## src/rtl/player_shot_ctrl.sv

```systemverilog
// player_shot_ctrl
// Schedules the player's projectiles from a small pool of shot slots.
// - A shot is allocated on a frame tick when fire is held, the cooldown has
//   expired and a slot is free.
// - In-flight shots climb SHOT_STEP pixels per frame tick.
// - A shot retires when it reaches the top of the screen or receives a hit pulse.
// - shot_active and the shot coordinates are registered. is_shot is a
//   combinational per-pixel query for the colour mapper.
module player_shot_ctrl #(
  parameter int          NUM_SHOTS       = 4,
  parameter logic [9:0]  SHOT_STEP       = 10'd4,
  parameter logic [9:0]  SHOT_LEN        = 10'd4,
  parameter logic [9:0]  SHOT_Y_MIN      = 10'd0,
  parameter logic [9:0]  NOSE_OFFSET     = 10'd3,
  parameter logic [3:0]  COOLDOWN_FRAMES = 4'd15
) (
  input  logic                      Clk,
  input  logic                      Reset_n,
  input  logic                      frame_clk,
  input  logic                      fire,
  input  logic [9:0]                player_x_pos,
  input  logic [9:0]                player_y_pos,
  input  logic [NUM_SHOTS-1:0]      hit,
  input  logic [9:0]                DrawX,
  input  logic [9:0]                DrawY,
  output logic [NUM_SHOTS-1:0]      shot_active,
  output logic [NUM_SHOTS*10-1:0]   shot_x_flat,
  output logic [NUM_SHOTS*10-1:0]   shot_y_flat,
  output logic                      is_shot
);

  typedef enum logic {
    SLOT_IDLE   = 1'b0,
    SLOT_FLYING = 1'b1
  } slot_state_t;

  typedef enum logic {
    FIRE_READY    = 1'b0,
    FIRE_COOLDOWN = 1'b1
  } fire_state_t;

  logic                        frame_q;
  logic                        tick;
  slot_state_t                 slot_state [NUM_SHOTS];
  logic [NUM_SHOTS-1:0][9:0]   shot_x;
  logic [NUM_SHOTS-1:0][9:0]   shot_y;
  fire_state_t                 fire_state;
  logic [3:0]                  cooldown;
  logic [NUM_SHOTS-1:0]        free_onehot;
  logic                        slot_free;
  logic                        spawn_blocked;
  logic                        spawn_ok;
  logic [10:0]                 retire_limit;
  logic [10:0]                 spawn_floor;
  logic [9:0]                  spawn_y;

  // Thresholds are widened to 11 bits so parameter sums cannot wrap.
  assign retire_limit  = {1'b0, SHOT_Y_MIN} + {1'b0, SHOT_STEP};
  assign spawn_floor   = {1'b0, NOSE_OFFSET} + {1'b0, SHOT_Y_MIN};
  assign spawn_blocked = ({1'b0, player_y_pos} < spawn_floor);
  assign spawn_y       = player_y_pos - NOSE_OFFSET;

  // Rising-edge detect of the vertical-sync clock. tick is a one-Clk pulse.
  always_ff @(posedge Clk or negedge Reset_n) begin
    if (!Reset_n) begin
      frame_q <= 1'b0;
      tick    <= 1'b0;
    end else begin
      frame_q <= frame_clk;
      tick    <= frame_clk & ~frame_q;
    end
  end

  // Pick the lowest-index slot that is idle right now. A slot freed on this
  // same edge is still counted as busy.
  always_comb begin
    free_onehot = '0;
    slot_free   = 1'b0;
    for (int i = 0; i < NUM_SHOTS; i++) begin
      if (!slot_free && (slot_state[i] == SLOT_IDLE)) begin
        free_onehot[i] = 1'b1;
        slot_free      = 1'b1;
      end
    end
  end

  // A shot is launched only on a tick. A request that arrives with the pool
  // full, or with the player too close to the top, is dropped.
  assign spawn_ok = tick & fire & (fire_state == FIRE_READY) & slot_free & ~spawn_blocked;

  // Fire rate limiter: one accepted shot every COOLDOWN_FRAMES+1 ticks.
  always_ff @(posedge Clk or negedge Reset_n) begin
    if (!Reset_n) begin
      fire_state <= FIRE_READY;
      cooldown   <= 4'd0;
    end else if (tick) begin
      case (fire_state)
        FIRE_READY: begin
          if (spawn_ok) begin
            cooldown <= COOLDOWN_FRAMES;
            if (COOLDOWN_FRAMES != 4'd0) begin
              fire_state <= FIRE_COOLDOWN;
            end
          end
        end
        FIRE_COOLDOWN: begin
          if (cooldown <= 4'd1) begin
            cooldown   <= 4'd0;
            fire_state <= FIRE_READY;
          end else begin
            cooldown <= cooldown - 4'd1;
          end
        end
        default: begin
          fire_state <= FIRE_READY;
          cooldown   <= 4'd0;
        end
      endcase
    end
  end

  // Per-slot lifecycle. A hit wins over movement. A shot that would step past
  // the top retires instead of wrapping. A fresh shot does not move on its
  // spawn tick.
  always_ff @(posedge Clk or negedge Reset_n) begin
    if (!Reset_n) begin
      for (int i = 0; i < NUM_SHOTS; i++) begin
        slot_state[i] <= SLOT_IDLE;
        shot_x[i]     <= 10'd0;
        shot_y[i]     <= 10'd0;
      end
    end else begin
      for (int i = 0; i < NUM_SHOTS; i++) begin
        if (slot_state[i] == SLOT_FLYING) begin
          if (hit[i]) begin
            slot_state[i] <= SLOT_IDLE;
          end else if (tick) begin
            if ({1'b0, shot_y[i]} < retire_limit) begin
              slot_state[i] <= SLOT_IDLE;
            end else begin
              shot_y[i] <= shot_y[i] - SHOT_STEP;
            end
          end
        end else if (spawn_ok && free_onehot[i]) begin
          slot_state[i] <= SLOT_FLYING;
          shot_x[i]     <= player_x_pos;
          shot_y[i]     <= spawn_y;
        end
      end
    end
  end

  // Flatten the slot registers for the collision logic.
  always_comb begin
    for (int i = 0; i < NUM_SHOTS; i++) begin
      shot_active[i] = (slot_state[i] == SLOT_FLYING);
    end
  end

  assign shot_x_flat = shot_x;
  assign shot_y_flat = shot_y;

  // Pixel query: a shot is a one-pixel-wide vertical bar SHOT_LEN tall.
  // The bottom bound is computed in 11 bits so it cannot wrap.
  always_comb begin
    is_shot = 1'b0;
    for (int i = 0; i < NUM_SHOTS; i++) begin
      if ((slot_state[i] == SLOT_FLYING) &&
          (DrawX == shot_x[i]) &&
          (DrawY >= shot_y[i]) &&
          ({1'b0, DrawY} <= ({1'b0, shot_y[i]} + {1'b0, SHOT_LEN} - 11'd1))) begin
        is_shot = 1'b1;
      end
    end
  end

endmodule

```

## config.mk

```make
export PLATFORM = sky130hd
export DESIGN_NAME = player_shot_ctrl
export DESIGN_NICKNAME = d
export VERILOG_FILES = /design/src/rtl/player_shot_ctrl.sv
export SDC_FILE = /design/constraint.sdc
export NUM_CORES = 1
export LEC_CHECK = 0
export BUFFER_PORTS_ARGS = -buffer_cell sky130_fd_sc_hd__buf_2
export CELL_PAD_IN_SITES_DETAIL_PLACEMENT = 1
export CELL_PAD_IN_SITES_GLOBAL_PLACEMENT = 2
export CORE_AREA = 2 2 157 159
export CTS_CLUSTER_DIAMETER = 100
export DETAILED_ROUTE_END_ITERATION = 7
export DIE_AREA = 0 0 159 161
export GPL_TIMING_DRIVEN = 0
export PLACE_DENSITY_LB_ADDON = 0.25
export SYNTH_ARGS = -nofsm -noshare
export SYNTH_HDL_FRONTEND = slang
export SYNTH_SLANG_ARGS = --single-unit
export TNS_END_PERCENT = 10
```

## constraint.sdc

```tcl
create_clock -name Clk -period 2.4 [get_ports Clk]
set_input_delay 0 -clock Clk [delete_from_list [all_inputs] [get_ports Clk]]
set_output_delay 0 -clock Clk [all_outputs]
set_load 0.03 [all_outputs]
```

==> results of run 1 <==
==> what timing repair did <==
action,CTS,global route
resized for setup,55,22
endpoints found under the hold margin,93,0
cloned,0,0
pin swaps,25,23
endpoints found under the setup margin,66,56
hold buffers,17,0
buffers inserted,21,19
==> worst max-delay path by stage <==
stage	from	endpoint	slack, ns	cells after the start
after floorplan	shot_y_flat[14]$_DFFE_PN0P_	is_shot	-0.24	12
after global placement	shot_y_flat[30]$_DFFE_PN0P_	is_shot	-0.89	13
after detailed placement	shot_y_flat[30]$_DFFE_PN0P_	is_shot	-0.90	13
after CTS	shot_y_flat[10]$_DFFE_PN0P_	is_shot	-0.80	14
after global routing	shot_y_flat[31]$_DFFE_PN0P_	is_shot	-0.92	13
final	shot_y_flat[31]$_DFFE_PN0P_	is_shot	-0.74	13
==> registers in the layout (all words and copies together), names as in the netlist <==
register / flops
frame_q: 1
fire_state: 1
shot_y_flat: 40
shot_x_flat: 40
cooldown: 4
tick: 1
shot_active: 4
==> per-stage QoR <==
stage | utilization | setup WS (ns)
after floorplan | - | -0.241
final | 0.397 | -0.739
after global placement | 0.353 | -0.894
after global routing | 0.397 | -0.918
after CTS | 0.389 | -0.801
after detailed placement | 0.354 | -0.904
==> logic make-up after synthesis <==
kind of cell | count (synthesis) | synth area share
multiplexers | 11 | 0.0169
flip-flops | 91 | 0.311
AND/OR/NAND/NOR | 292 | 0.192
AO/OA/AOI/OAI | 197 | 0.176
XOR/XNOR | 81 | 0.0968
buffers and inverters | 80 | 0.0451
adder cells (fa/ha/maj) | 95 | 0.162
==> Yosys cell counts (all sizes together) (3+ instances only) <==
cell type	count
a2111oi	4
a211oi	6
a21o	12
a21oi	49
a221oi	5
a31oi	3
and2	3
and3	6
and3b	3
buf	9
clkbuf	21
dfrtp	91
ha	95
inv	50
mux2	11
nand2	145
nand2b	5
nand3	22
nand3b	5
nand4	17
nor2	23
nor2b	12
nor3	16
nor4	6
o211ai	13
o21ai	54
o221ai	4
o22ai	10
o311ai	6
o31a	3
o31ai	6
o41ai	3
or3	16
or4	4
or4b	3
xnor2	61
xor2	20
==> final cells by class <==
cell class / count / area share
Inverter: 50 / 0.0197
Sequential cell: 91 / 0.242
Clock inverter: 5 / 0.00671
Timing Repair Buffer: 187 / 0.121
Buffer: 27 / 0.0157
Clock buffer: 11 / 0.0245
Tap cell: 324 / 0.0426
Multi-Input combinational cell: 676 / 0.528
==> power by group through the flow <==
stage | Clock [mW] | Sequential [mW] | Combinational [mW]
5_1_grt | 1.60 | 2.22 | 3.73
2_1_floorplan | 0 | 2.59 | 1.61
3_3_place_gp | 0 | 2.21 | 2.96
6_report | 1.50 | 2.17 | 3.38
4_1_cts | 1.54 | 2.18 | 3.25
3_5_place_dp | 0 | 2.20 | 3.03
==> worst register-to-register path: stages (launching register included) <==
cell	delay [ns]
dfrtp_2	0.44
buf_4	0.14
inv_1	0.10
ha_1	0.19
nand2b_1	0.13
or4_1	0.53
o311ai_2	0.44
nand2_1	0.29
nand3_1	0.15
o311ai_0	0.15
==> layer usage <==
layer | track usage | share of wire | up-vias
met1 | 0.304 | 0.48 | 3533
met3 | 0.0385 | 0.050 | 32
met4 | 0.0665 | 0.021 | 2
met2 | 0.360 | 0.45 | 178
met5 | 0 | 0.00025 | -
li1 | - | - | 3428
==> qor.yml, run 1 <==
synth:
  synth_area_per_cell_um2: 8.66
  synth_area_leaders: "dfrtp_1 31%, ha_1 16%, nand2_1 7.4%, xnor2_1 7.3%, o21ai_0 3.5%"
  synth_cell_types: 67
  synth_fp_nets: 990
  syn_area_um2: 7330
  ys_async_sr_fraction: 1.00
  ys_warn_count: 0
  synthCells: 847
  synth_enable_flop_cells: 0
  synth_top_area_cell: "dfrtp_1"
  synth_top_area_share: 0.311
  ys_ff_latch: 91
  synth_seq_area_share: 0.311
  ys.flop_type: "dfrtp_1"
clocking:
  clk_path_buf_depth: 2
  numCtsBuffers: 9
  tritoncts: "done"
  clk_latency_ns: 0.36
  root_buffer: "clkbuf_16"
  h-tree-depth: 3
  path_clk_slew_ns: 0.07
  clock_sink_count: 91
timing:
  max_freq_ghz: 0.319
  final_max_slew_viol_count: 0
  hold_ws_ns: 0.187
  rsz0062_at_grt: "true"
  fin_crit_sh: 1.31
  final.setup.tns_ns: -3.56
  min_period_ns: 3.14
  worst_slew_pin_slew_ns: 1.10
  setup_violations: 21
  hold_viol: 0
  max_slew_margin: 0.266
  setup_slack_ns: -0.739
  clock_skew_ns: 0.00612
finish:
  fill_cells: 2912
  drive_above_1_share: 0.282
  final_common_cell: "nand2_1"
  regArea_um2: 2300
  design_area_um2: 9510
  multi_input_area_um2: 5020
  antennaDiodeCount: 0
  mostFrequentLayoutCells: "144 x nand2_1, 131 x buf_2, 89 x ha_1"
  syn2layout_area_growth_pct: 29.7
  final_cell_count_no_fill: 1371
  fin_nets: 1185
floorplan:
  core-area_um2: 24000
  rows: 57
  io_pins: 133
  die_area_um2: 25600
  initial_core_util: 0.306
  die_w_um: 159
  die_h_um: 161
route:
  wire_per_inst_um: 20.8
  drt_iter0_markers: 223
  routed_wirelength_mm: 28.5
  dr.pass1.iters: 5
  route.detailed.drc: 0
  final_antenna_net_count: 0
  vias_per_cell: 5.23
  via_count: 7173
critical_path:
  regToRegSetupSlack_ns: -0.32
  endpoint_kind: "output pin"
  slowest_delay_ns: 0.40
  reg2reg_depth: 9
  crit_fanout: 3
  cp.required_ns: 2.40
  crit_family: "compound AO/OA/AOI/OAI gates"
  criticalPathCategory: "flop to output pin"
  path_buf_inv: 2
  arrival_ns: 3.14
  cp-start-kind: "flop"
  crit_chain: "inv_2 -> ha_4 -> nor2b_4 -> nor4b_4 -> xnor2_1 -> ha_1 -> a21o_1 -> a21oi_2 -> o211ai_1 -> o211ai_1 -> a32oi_2 -> o221ai_2 -> buf_6"
  reg2reg_from: "shot_y_flat[2]$_DFFE_PN0P_"
  cpMostUsedCell: "o211ai_1"
  r2r_end: "shot_y_flat[2]$_DFFE_PN0P_"
  cpMaxStageDelayCell: "dfrtp_1"
power_and_ir_drop:
  seqPwrFrac: 0.308
  pwr-share-clk: 0.213
  ir_worst_vdd_mv: 0.418
  p_int_mw: 3.95
  p_per_area_nw_per_um2: 741
  comb_power_share: 0.479
  p_leak_nw: 4.44
  switchingPower_mw: 3.10
  swShare: 0.439
  total_power_mw: 7.05
placed_design:
  place_area_um2: 8490
  dp_cells: 1301
  post-dp-hpwl_mm: 21.5
  io_buffers: 129
  place_congestion: 0.856
global_route:
  antenna_found_initial: 1
  grt_pass1_vias: 7428
  grt_pass1_wl_mm: 43.9
  grt_max_degree: 49
  grt_use_total: 0.222
  gr-total-overflow: 0
outcome:
  status: "complete, but fails checks"
  violations: "negative setup slack"
worst_hold_path:
  min_from: "player_y_pos[7]"
  whs_path_depth: 3
  worstHoldEndpoint: "shot_y_flat[7]$_DFFE_PN0P_"
  min_path_type: "input port to flop"
flow_run:
  max_cap_viol_count: 0
Power figures use the tool's default switching activity.
==> inputs of run 2 (changes only) <==
- CELL_PAD_IN_SITES_DETAIL_PLACEMENT: 1 -> 0
- CELL_PAD_IN_SITES_GLOBAL_PLACEMENT: 2 -> 1
- CORE_AREA: 2 2 157 159 -> 2 2 141 143
- CTS_CLUSTER_DIAMETER: 100 -> 150
- DIE_AREA: 0 0 159 161 -> 0 0 143 145
==> run 2 against run 1 <==
Effect of this change:
- the run still ends with negative setup slack left
- cell area decreased by 1.6%
- wire length decreased by 11%
- register-to-register slack improved by 0.39 ns
- non-clock buffer count decreased by 13
- sequential share of layout area increased by 0.37 points
- utilization increased by 9.0 points
- largest cell class unchanged
==> qor.yml, run 2 (synthesis gave the netlist of run 1 again) <==
route:
  drt_iter0_markers: 428  # was 223
  routed_wirelength_mm: 25.4  # was 28.5 mm
  via_count: 7067  # was 7173
  vias_per_cell: 5.44  # was 5.23
  dr.pass1.iters: 5  # unchanged
  wire_per_inst_um: 19.6  # was 20.8 um
  route.detailed.drc: 0  # unchanged
  final_antenna_net_count: 0  # unchanged
global_route:
  gr-total-overflow: 0  # unchanged
  grt_pass1_wl_mm: 39.4  # was 43.9 mm
  grt_use_total: 0.248  # was 0.222
  grt_pass1_vias: 6808  # was 7428
  antenna_found_initial: 0  # was 1
  grt_max_degree: 53  # was 49
clocking:
  numCtsBuffers: 9  # unchanged
  h-tree-depth: 3  # unchanged
  clk_path_buf_depth: 2  # unchanged
  root_buffer: "clkbuf_16"  # unchanged
  tritoncts: "done"  # unchanged
  path_clk_slew_ns: 0.08  # was 0.07 ns
  clk_latency_ns: 0.36  # about the same
  clock_sink_count: 91  # unchanged
finish:
  final_common_cell: "nand2_1"  # unchanged
  syn2layout_area_growth_pct: 27.7  # was 29.7%
  antennaDiodeCount: 0  # unchanged
  drive_above_1_share: 0.276  # was 0.282
  design_area_um2: 9360  # was 9510 um^2
  fin_nets: 1172  # was 1185
  final_util: 0.487  # was 0.397
  mostFrequentLayoutCells: "143 x nand2_1, 132 x buf_2, 88 x ha_1"  # was 144 x nand2_1, 131 x buf_2, 89 x ha_1
timing:
  setup_slack_ns: -0.748  # was -0.739 ns
  hold_viol: 0  # unchanged
  worst_slew_pin_slew_ns: 0.941  # was 1.10 ns
  fin_crit_sh: 1.31  # about the same
  setup_violations: 1  # was 21
  min_period_ns: 3.15  # was 3.14 ns
  hold_ws_ns: 0.0219  # was 0.187 ns
  final.setup.tns_ns: -0.748  # was -3.56 ns
  clock_skew_ns: 0.00820  # was 0.00612 ns
  max_slew_margin: 0.371  # was 0.266
  final_max_slew_viol_count: 0  # unchanged
  max_freq_ghz: 0.318  # was 0.319 GHz
  rsz0062_at_grt: "true"  # unchanged
critical_path:
  crit_fanout: 7  # was 3
  criticalPathCategory: "flop to output pin"  # unchanged
  slowest_delay_ns: 0.45  # was 0.40 ns
  crit_chain: "ha_1 -> nor2b_4 -> nor4b_4 -> xnor2_1 -> ha_1 -> a21o_1 -> a21oi_2 -> o211ai_1 -> o211ai_1 -> a32oi_2 -> o221ai_2 -> buf_6"  # was inv_2 -> ha_4 -> nor2b_4 -> nor4b_4 -> xnor2_1 -> ha_1 -> a21o_1 -> a21oi_2 -> o211ai_1 -> o211ai_1 -> a32oi_2 -> o221ai_2 -> buf_6
  cp.required_ns: 2.40  # about the same
  arrival_ns: 3.15  # was 3.14 ns
  endpoint_kind: "output pin"  # unchanged
  cp-start-kind: "flop"  # unchanged
  cpMaxStageDelayCell: "dfrtp_2"  # was dfrtp_1
floorplan:
  rows: 51  # was 57
  die_w_um: 143  # was 159 um
  initial_core_util: 0.382  # was 0.306
  io_pins: 133  # unchanged
  core-area_um2: 19200  # was 24000 um^2
  die_area_um2: 20700  # was 25600 um^2
  die_h_um: 145  # was 161 um
outcome:
  status: "complete, but fails checks"  # unchanged
  violations: "negative setup slack"  # unchanged
placed_design:
  io_buffers: 129  # unchanged
  place_congestion: 0.903  # was 0.856
  place_area_um2: 8410  # was 8490 um^2
  post-dp-hpwl_mm: 18.9  # was 21.5 mm
  place_ws_ns: -0.809  # was -0.904 ns
flow_run:
  max_cap_viol_count: 0  # unchanged
power_and_ir_drop:
  p_per_area_nw_per_um2: 733  # was 741 nW/um^2
  p_leak_nw: 4.38  # was 4.44 nW
  ir_worst_vdd_mv: 0.442  # was 0.418 mV
worst_hold_path:
  min_path_type: "input port to flop"  # unchanged
-- run 2: changes by cell type in the layout (fill, tap and decap cells not counted), sizes merged --
cell         delta
clkinv          -2
inv             +4
dlygate4sd3     -1
bufinv          -1
buf            -12
clkbuf          -1
-- run 2: path summary, 6_finish.rpt --
check	start	endpoint	slack (ns)	cells after the start
worst max-delay path	shot_y_flat[32]$_DFFE_PN0P_	is_shot	-0.75	12
worst min-delay path	hit[0]	shot_active[0]$_DFF_PN0_	0.02	4
worst max register to register	shot_y_flat[22]$_DFFE_PN0P_	shot_y_flat[25]$_DFFE_PN0P_	0.07	9
worst min register to register	frame_q$_DFF_PN0_	tick$_DFF_PN0_	0.40	1
max in group asynchronous	Reset_n	shot_y_flat[4]$_DFFE_PN0P_	1.46	3
min in group asynchronous	Reset_n	shot_x_flat[32]$_DFFE_PN0P_	0.24	2
-- run 2: timing repair --
| item | 4_1_cts | 5_1_grt |
|---|---|---|
| hold buffers | 16 | 0 |
| pin swaps | 12 | 17 |
| buffers inserted | 21 | 6 |
| endpoints found under the hold margin | 100 | 0 |
| endpoints found under the setup margin | 67 | 35 |
| resized for setup | 46 | 41 |
-- run 2: worst max-delay path, delay by kind of cell (launching register included) --
family	cells	cell delay, ns
flops	1	0.45
simple gates	2	0.42
compound gates	6	1.11
xor+xnor	1	0.17
buf+inv	1	0.17
fa+ha+maj	2	0.45
-- run 2: layer usage --
layer | up-vias | GRT usage | wire length, um
met3 | 25 | 0.0366 | 1700
met5 | - | 0 | 0
met2 | 257 | 0.380 | 11300
met1 | 3367 | 0.366 | 12000
li1 | 3418 | - | -
met4 | 0 | 0.0614 | 386
-- run 2: layout make-up --
cell class	count	area, um^2
inverter	50	200
buffer	28	144
fill	1885	9840
timing repair buffer	173	1050
tap	265	332
clock buffer	10	239
clock inverter	6	56.3
multi-input combinational	676	5040
sequential	91	2300
-- run 2: per-stage QoR --
stage | instances | power (mW)
6_report | 1299 | 6.86
5_1_grt | 1299 | 7.36
4_1_cts | 1293 | 6.76
3_5_place_dp | 1242 | 5.14
3_3_place_gp | 1241 | 5.11
2_1_floorplan | 847 | 4.21
-- run 2: report_power, final --
group | switching [mW] | leakage, nW | total, mW | internal [mW]
clock | 0.732 | 0.144 | 1.49 | 0.757
combinational | 1.95 | 3.11 | 3.17 | 1.22
sequential | 0.373 | 1.13 | 2.20 | 1.83
